[src/rtl/vector_writeback_buffer.sv]
// Vector writeback buffer: queues execution-stage results with per-byte enables
// derived from SEW/VL/mask, and presents the oldest entry to the register file.
module vector_writeback_buffer #(
  parameter  int VLEN  = 128,
  parameter  int DEPTH = 4,
  localparam int NB    = VLEN / 8,
  localparam int VLW   = $clog2(NB) + 1,
  localparam int IW    = $clog2(NB),
  localparam int PW    = $clog2(DEPTH),
  localparam int CW    = $clog2(DEPTH) + 1
) (
  input  logic            clock,
  input  logic            reset_n,
  input  logic            in_valid,
  output logic            in_ready,
  input  logic [4:0]      in_vd_addr,
  input  logic [VLEN-1:0] in_data,
  input  logic [1:0]      in_sew,
  input  logic [VLW-1:0]  in_vl,
  input  logic            in_vm,
  input  logic [NB-1:0]   in_mask,
  output logic            wr_en,
  output logic [4:0]      wr_addr,
  output logic [VLEN-1:0] wr_data,
  output logic [NB-1:0]   wr_be,
  input  logic            wr_ack,
  output logic [CW-1:0]   count
);

  logic [4:0]      r_addr [DEPTH];
  logic [VLEN-1:0] r_data [DEPTH];
  logic [NB-1:0]   r_be   [DEPTH];
  logic [PW-1:0]   r_wrPtr;
  logic [PW-1:0]   r_rdPtr;
  logic [CW-1:0]   r_count;

  logic [NB-1:0]   w_be;
  logic            w_wrEn;
  logic            w_inReady;
  logic            w_push;
  logic            w_pop;

  // Byte b belongs to element b>>sew; elements past the register end never exist,
  // so VL saturation falls out of the per-byte comparison.
  always_comb begin : beCalc
    logic [IW-1:0] elemIdx;
    elemIdx = '0;
    w_be    = '0;
    for (int b = 0; b < NB; b++) begin
      elemIdx = IW'(b >> in_sew);
      w_be[b] = ({1'b0, elemIdx} < in_vl) && (in_vm || in_mask[elemIdx]);
    end
  end

  assign w_wrEn    = (r_count != '0);
  assign w_inReady = (r_count < CW'(DEPTH));
  assign w_pop     = w_wrEn && wr_ack;
  assign w_push    = in_valid && w_inReady && (|w_be);

  always_ff @(posedge clock or negedge reset_n) begin
    if (!reset_n) begin
      r_wrPtr <= '0;
      r_rdPtr <= '0;
      r_count <= '0;
    end else begin
      if (w_push) r_wrPtr <= r_wrPtr + PW'(1);
      if (w_pop)  r_rdPtr <= r_rdPtr + PW'(1);
      r_count <= r_count + CW'(w_push) - CW'(w_pop);
    end
  end

  // Payload storage needs no reset: it is only visible while count is non-zero.
  always_ff @(posedge clock) begin
    if (w_push) begin
      r_addr[r_wrPtr] <= in_vd_addr;
      r_data[r_wrPtr] <= in_data;
      r_be[r_wrPtr]   <= w_be;
    end
  end

  assign in_ready = w_inReady;
  assign wr_en    = w_wrEn;
  assign wr_addr  = w_wrEn ? r_addr[r_rdPtr] : '0;
  assign wr_data  = w_wrEn ? r_data[r_rdPtr] : '0;
  assign wr_be    = w_wrEn ? r_be[r_rdPtr]   : '0;
  assign count    = r_count;

endmodule

[config.mk]
export PLATFORM = sky130hd
export DESIGN_NAME = vector_writeback_buffer
export DESIGN_NICKNAME = d
export VERILOG_FILES = /design/src/rtl/vector_writeback_buffer.sv
export SDC_FILE = /design/constraint.sdc
export NUM_CORES = 1
export LEC_CHECK = 0
export CAP_MARGIN = 20
export CORE_ASPECT_RATIO = 1.5
export CORE_UTILIZATION = 50
export CTS_CLUSTER_DIAMETER = 120
export DETAILED_ROUTE_END_ITERATION = 16
export GPL_TIMING_DRIVEN = 0
export PLACE_DENSITY = 0.8
export SYNTH_ARGS = -nofsm -noshare
export SYNTH_HDL_FRONTEND = slang
export SYNTH_SLANG_ARGS = --single-unit
export TNS_END_PERCENT = 5
[constraint.sdc]
create_clock -name clock -period 5 [get_ports clock]
set_input_delay 0.5 -clock clock [delete_from_list [all_inputs] [get_ports clock]]
set_output_delay 0.5 -clock clock [all_outputs]
set_load 0.02 [all_outputs]
==> flow_results.xml <==
<?xml version="1.0" encoding="UTF-8"?>
<metrics>
  <group name="critical_path">
    <metric name="cp_max_fo" unit="">50</metric>
    <metric name="cells_on_worst_reg2reg_path" unit="">8</metric>
    <metric name="rrSetupSlack" unit="ns">2.52</metric>
    <metric name="path_cells" unit="">clkdlybuf4s50_1, inv_1, ha_1, buf_2, buf_2, or2_2, ha_1, a21oi_1, o221ai_1, a21oi_2, nor4_2, a31oi_4, and2_4, buf_12, buf_16</metric>
    <metric name="timing_worst_setup_path_type" unit="">input pin to register</metric>
    <metric name="critical-path-slowest-cell" unit="">sky130_fd_sc_hd__clkdlybuf4s50_1</metric>
    <metric name="path_depth" unit="">15</metric>
    <metric name="timing.critical_path.arrival" unit="ns">4.97</metric>
    <metric name="crit_family" unit="">buffers and inverters</metric>
    <metric name="max_stage_delay" unit="ns">0.79</metric>
    <metric name="setup.worst_path.end_class" unit="">register</metric>
    <metric name="timing.critical_path.from_type" unit="">input pin</metric>
    <metric name="cp_data_required_time" unit="ns">5.25</metric>
    <metric name="worstPathBufferInverterCount" unit="">6</metric>
  </group>
  <group name="power_and_ir_drop">
    <metric name="power.share.combinational" unit="%">41.5</metric>
    <metric name="p_seq_share" unit="%">36.6</metric>
    <metric name="p_int" unit="uW">12100</metric>
    <metric name="switching_share" unit="%">32.1</metric>
    <metric name="p_clk_share" unit="%">21.9</metric>
    <metric name="p_per_area" unit="nW/um2">581</metric>
    <metric name="cellLeakagePower" unit="uW">0.00994</metric>
    <metric name="power.ir.vdd_worst" unit="mV">0.384</metric>
    <metric name="power.switching" unit="uW">5720</metric>
  </group>
  <group name="place">
    <metric name="gp_congestion" unit="">0.919</metric>
    <metric name="post_dp_cell_area" unit="um2">28800</metric>
    <metric name="dpl.hpwl" unit="um">37500</metric>
    <metric name="placement.io_buffers" unit="">310</metric>
  </group>
  <group name="timing">
    <metric name="worst_slew_pin_slew" unit="ns">1.05</metric>
    <metric name="final-max-slew-violation-count" unit="">0</metric>
    <metric name="layout_worst_path_cycle_share" unit="%">94.4</metric>
    <metric name="report.final.hold_viol_count" unit="">0</metric>
    <metric name="fin_crit" unit="ns">4.72</metric>
    <metric name="relSlewSlack" unit="%">29.9</metric>
    <metric name="max_clock_freq" unit="MHz">212</metric>
    <metric name="report.final.setup_viol" unit="">0</metric>
    <metric name="grt_setup_unrepaired" unit="">no</metric>
    <metric name="clock_skew" unit="ns">0.0120</metric>
  </group>
  <group name="synth">
    <metric name="synth.lib_cells_used.distinct" unit="">58</metric>
    <metric name="synth_commonest_cells" unit="">sky130_fd_sc_hd__edfxtp_1 (596), sky130_fd_sc_hd__mux4_2 (165), sky130_fd_sc_hd__and2_1 (155)</metric>
    <metric name="ys_seq_area_share" unit="%">73.5</metric>
    <metric name="syn_nets" unit="">1371</metric>
    <metric name="synth_most_common_cell" unit="">sky130_fd_sc_hd__edfxtp_1</metric>
    <metric name="synth.largest_area_cell" unit="">sky130_fd_sc_hd__edfxtp_1</metric>
    <metric name="syn_avg_cell_area" unit="um2">20.7</metric>
    <metric name="synth.area.top_cells" unit="">sky130_fd_sc_hd__edfxtp_1 (73%), sky130_fd_sc_hd__mux4_2 (15%), sky130_fd_sc_hd__and2_1 (3.9%)</metric>
    <metric name="synth-main-ff-cell" unit="">sky130_fd_sc_hd__edfxtp_1</metric>
    <metric name="synth.ff_latch_count" unit="">603</metric>
    <metric name="syn-cell-area" unit="um2">24600</metric>
    <metric name="syn-instance-count" unit="">1189</metric>
    <metric name="synth_async_sr_flop_share" unit="%">1.16</metric>
    <metric name="synth_edf_count" unit="">596</metric>
    <metric name="yosys.area.top_type_share" unit="%">72.8</metric>
    <metric name="synthesis.yosys.warnings" unit="">0</metric>
  </group>
  <group name="finish">
    <metric name="number_of_nets_in_the_layout" unit="">1759</metric>
    <metric name="finalCoreUtilization" unit="%">63.1</metric>
    <metric name="area_of_the_multi_input_gates" unit="um2">6190</metric>
    <metric name="areaGrowthSynthToFinish" unit="%">24.6</metric>
    <metric name="post_route_cells_drive_above_1_share" unit="%">18.7</metric>
    <metric name="num-fill-cells" unit="">3331</metric>
    <metric name="finish.instance_area" unit="um2">30600</metric>
    <metric name="area.sequential" unit="um2">18100</metric>
  </group>
  <group name="grt">
    <metric name="via_count_of_the_first_global_routing_pass" unit="">13374</metric>
    <metric name="gr-usage-all-layers" unit="%">22.7</metric>
    <metric name="antenna_found_initial" unit="">12</metric>
    <metric name="grt_remaining_overflow" unit="">0</metric>
    <metric name="grt_first_pass_wirelength" unit="um">83300</metric>
    <metric name="pin_count_of_the_biggest_net_entering_global_routing" unit="">52</metric>
  </group>
  <group name="outcome">
    <metric name="run_status" unit="">completed</metric>
  </group>
  <group name="floorplanning">
    <metric name="die_w" unit="um">183</metric>
    <metric name="placeableCoreArea" unit="um2">48600</metric>
    <metric name="effective_utilization_at_floorplan" unit="%">50.6</metric>
    <metric name="chip_height" unit="um">274</metric>
    <metric name="ios" unit="">315</metric>
    <metric name="die_area" unit="um2">50100</metric>
    <metric name="floorplan.rows" unit="">99</metric>
  </group>
  <group name="routing">
    <metric name="finalWirelength" unit="um">56200</metric>
    <metric name="avg_wl_per_cell" unit="um">24.6</metric>
    <metric name="post_route_drc" unit="">0</metric>
    <metric name="via_count" unit="">12815</metric>
    <metric name="postRouteAntennaNets" unit="">0</metric>
    <metric name="drt_first_iter_violations" unit="">958</metric>
    <metric name="number_of_optimization_iterations_in_the_first_detailed_route_pass" unit="">5</metric>
    <metric name="vias_per_cell" unit="">5.61</metric>
  </group>
  <group name="cts">
    <metric name="worst_setup_hold_path_clk_slew" unit="ns">0.07</metric>
    <metric name="holdBufCountCts" unit="">0</metric>
    <metric name="cts_inserted_buffers" unit="">52</metric>
    <metric name="clock_tree_from_tritoncts" unit="">done</metric>
    <metric name="deepest_clock_path_buffer_count" unit="">3</metric>
    <metric name="clock_tree.htree_level_count" unit="">2</metric>
    <metric name="clock_sink_count" unit="">603</metric>
    <metric name="clock_latency" unit="ns">0.58</metric>
    <metric name="cts_root_buf" unit="">sky130_fd_sc_hd__clkbuf_16</metric>
  </group>
  <group name="run">
    <metric name="drv_cap" unit="">0</metric>
  </group>
  <group name="worst_hold_path">
    <metric name="min-delay-path-class" unit="">input pin to async pin</metric>
  </group>
</metrics>
metal layers:
metal | GRT usage (%) | wire (um) | vias to the layer above
met5 | 0 | 51 | -
met4 | 11.9 | 2500 | 8
met3 | 4.27 | 3280 | 114
met2 | 39.8 | 30000 | 459
met1 | 26.6 | 20400 | 6606
li1 | - | - | 5628
cell type report:
cell class / instances / share of cell area [%]
Tap cell: 656 / 2.68
Inverter: 21 / 0.257
Multi-Input combinational cell: 499 / 20.2
Sequential cell: 603 / 59.0
Timing Repair Buffer: 330 / 11.3
Clock inverter: 34 / 0.931
Antenna cell: 9 / 0.0735
Buffer: 70 / 1.04
Clock buffer: 61 / 4.50
placed cells by master, fill, tap and decap left out, types with 5 or more instances in the layout:
master and instances:
sky130_fd_sc_hd__inv_1 21, sky130_fd_sc_hd__clkbuf_16 54, sky130_fd_sc_hd__o21ai_0 5, sky130_fd_sc_hd__a21oi_1 16
sky130_fd_sc_hd__buf_12 6, sky130_fd_sc_hd__buf_1 11, sky130_fd_sc_hd__nand2_1 20, sky130_fd_sc_hd__nor2_1 10
sky130_fd_sc_hd__and2_1 151, sky130_fd_sc_hd__buf_16 7, sky130_fd_sc_hd__dfrtp_1 7, sky130_fd_sc_hd__buf_4 8
sky130_fd_sc_hd__mux4_2 165, sky130_fd_sc_hd__clkbuf_1 48, sky130_fd_sc_hd__xnor2_1 5, sky130_fd_sc_hd__buf_2 13
sky130_fd_sc_hd__edfxtp_1 596, sky130_fd_sc_hd__nand3_1 6, sky130_fd_sc_hd__clkinv_2 10, sky130_fd_sc_hd__ha_1 20
sky130_fd_sc_hd__mux2i_1 18, sky130_fd_sc_hd__clkdlybuf4s50_1 309, sky130_fd_sc_hd__diode_2 9, sky130_fd_sc_hd__a211oi_1 5
sky130_fd_sc_hd__clkinv_1 13
cells by family (layout without fill, tap and decap cells):
kind of cell             Yosys count  after routing  synth area share, %
XOR/XNOR                           8              8                0.285
flip-flops                       603            603                 73.5
adder cells (fa/ha/maj)           21             21                 1.10
AND/OR/NAND/NOR                  216            220                 5.29
multiplexers                     191            191                 16.5
buffers and inverters             91            516                 1.61
other                              0              9                    0
AO/OA/AOI/OAI                     59             59                 1.77
timing repair:
| action | 4_1_cts | 5_1_grt |
|---|---|---|
| setup endpoints to repair | 598 | 117 |
| pin swaps | 5 | 1 |
| buffers inserted | 6 | 0 |
| gates resized for setup | 5 | 2 |
| cloned | 4 | 0 |
power by group through the flow:
stage	Combinational (uW)	Sequential (uW)	Clock (uW)
2_1_floorplan	4180	6620	0
6_report	7390	6510	3910
5_1_grt	7820	6560	4170
3_5_place_dp	7420	6620	0
4_1_cts	7530	6520	3980
3_3_place_gp	7210	6680	0
flip-flops by register name, summed over array words and instances, names as in the netlist:
name     flops
r_be        64
r_rdPtr      2
count        3
r_wrPtr      2
r_addr      20
r_data     512
final timing paths:
kind,startpoint,end
setup / recovery,in_sew[0],r_data[2][20]
max in group asynchronous,reset_n,count[1]
hold reg to reg,count[0],count[0]
min in group clock,in_vm,r_be[3][0]
hold / removal,reset_n,r_rdPtr[0]
setup reg to reg,count[1],count[2]
through the flow:
stage | total power, uW | instances | setup WS (ns) | hold WS [ns] | setup TNS (ns)
floorplan | 10800 | 1189 | -0.117 | 0.204 | -69.55
finish | 17800 | 2283 | 0.281 | 0.229 | 0
CTS | 18000 | 2274 | 0.00246 | 0.210 | 0
global placement | 13900 | 2155 | -3.44 | 0.519 | -2029.71
global route | 18500 | 2282 | 0.116 | 0.212 | 0
detailed placement | 14000 | 2169 | -1.31 | 0.526 | -601.08
Note: power is estimated with default switching activity, not from simulation.
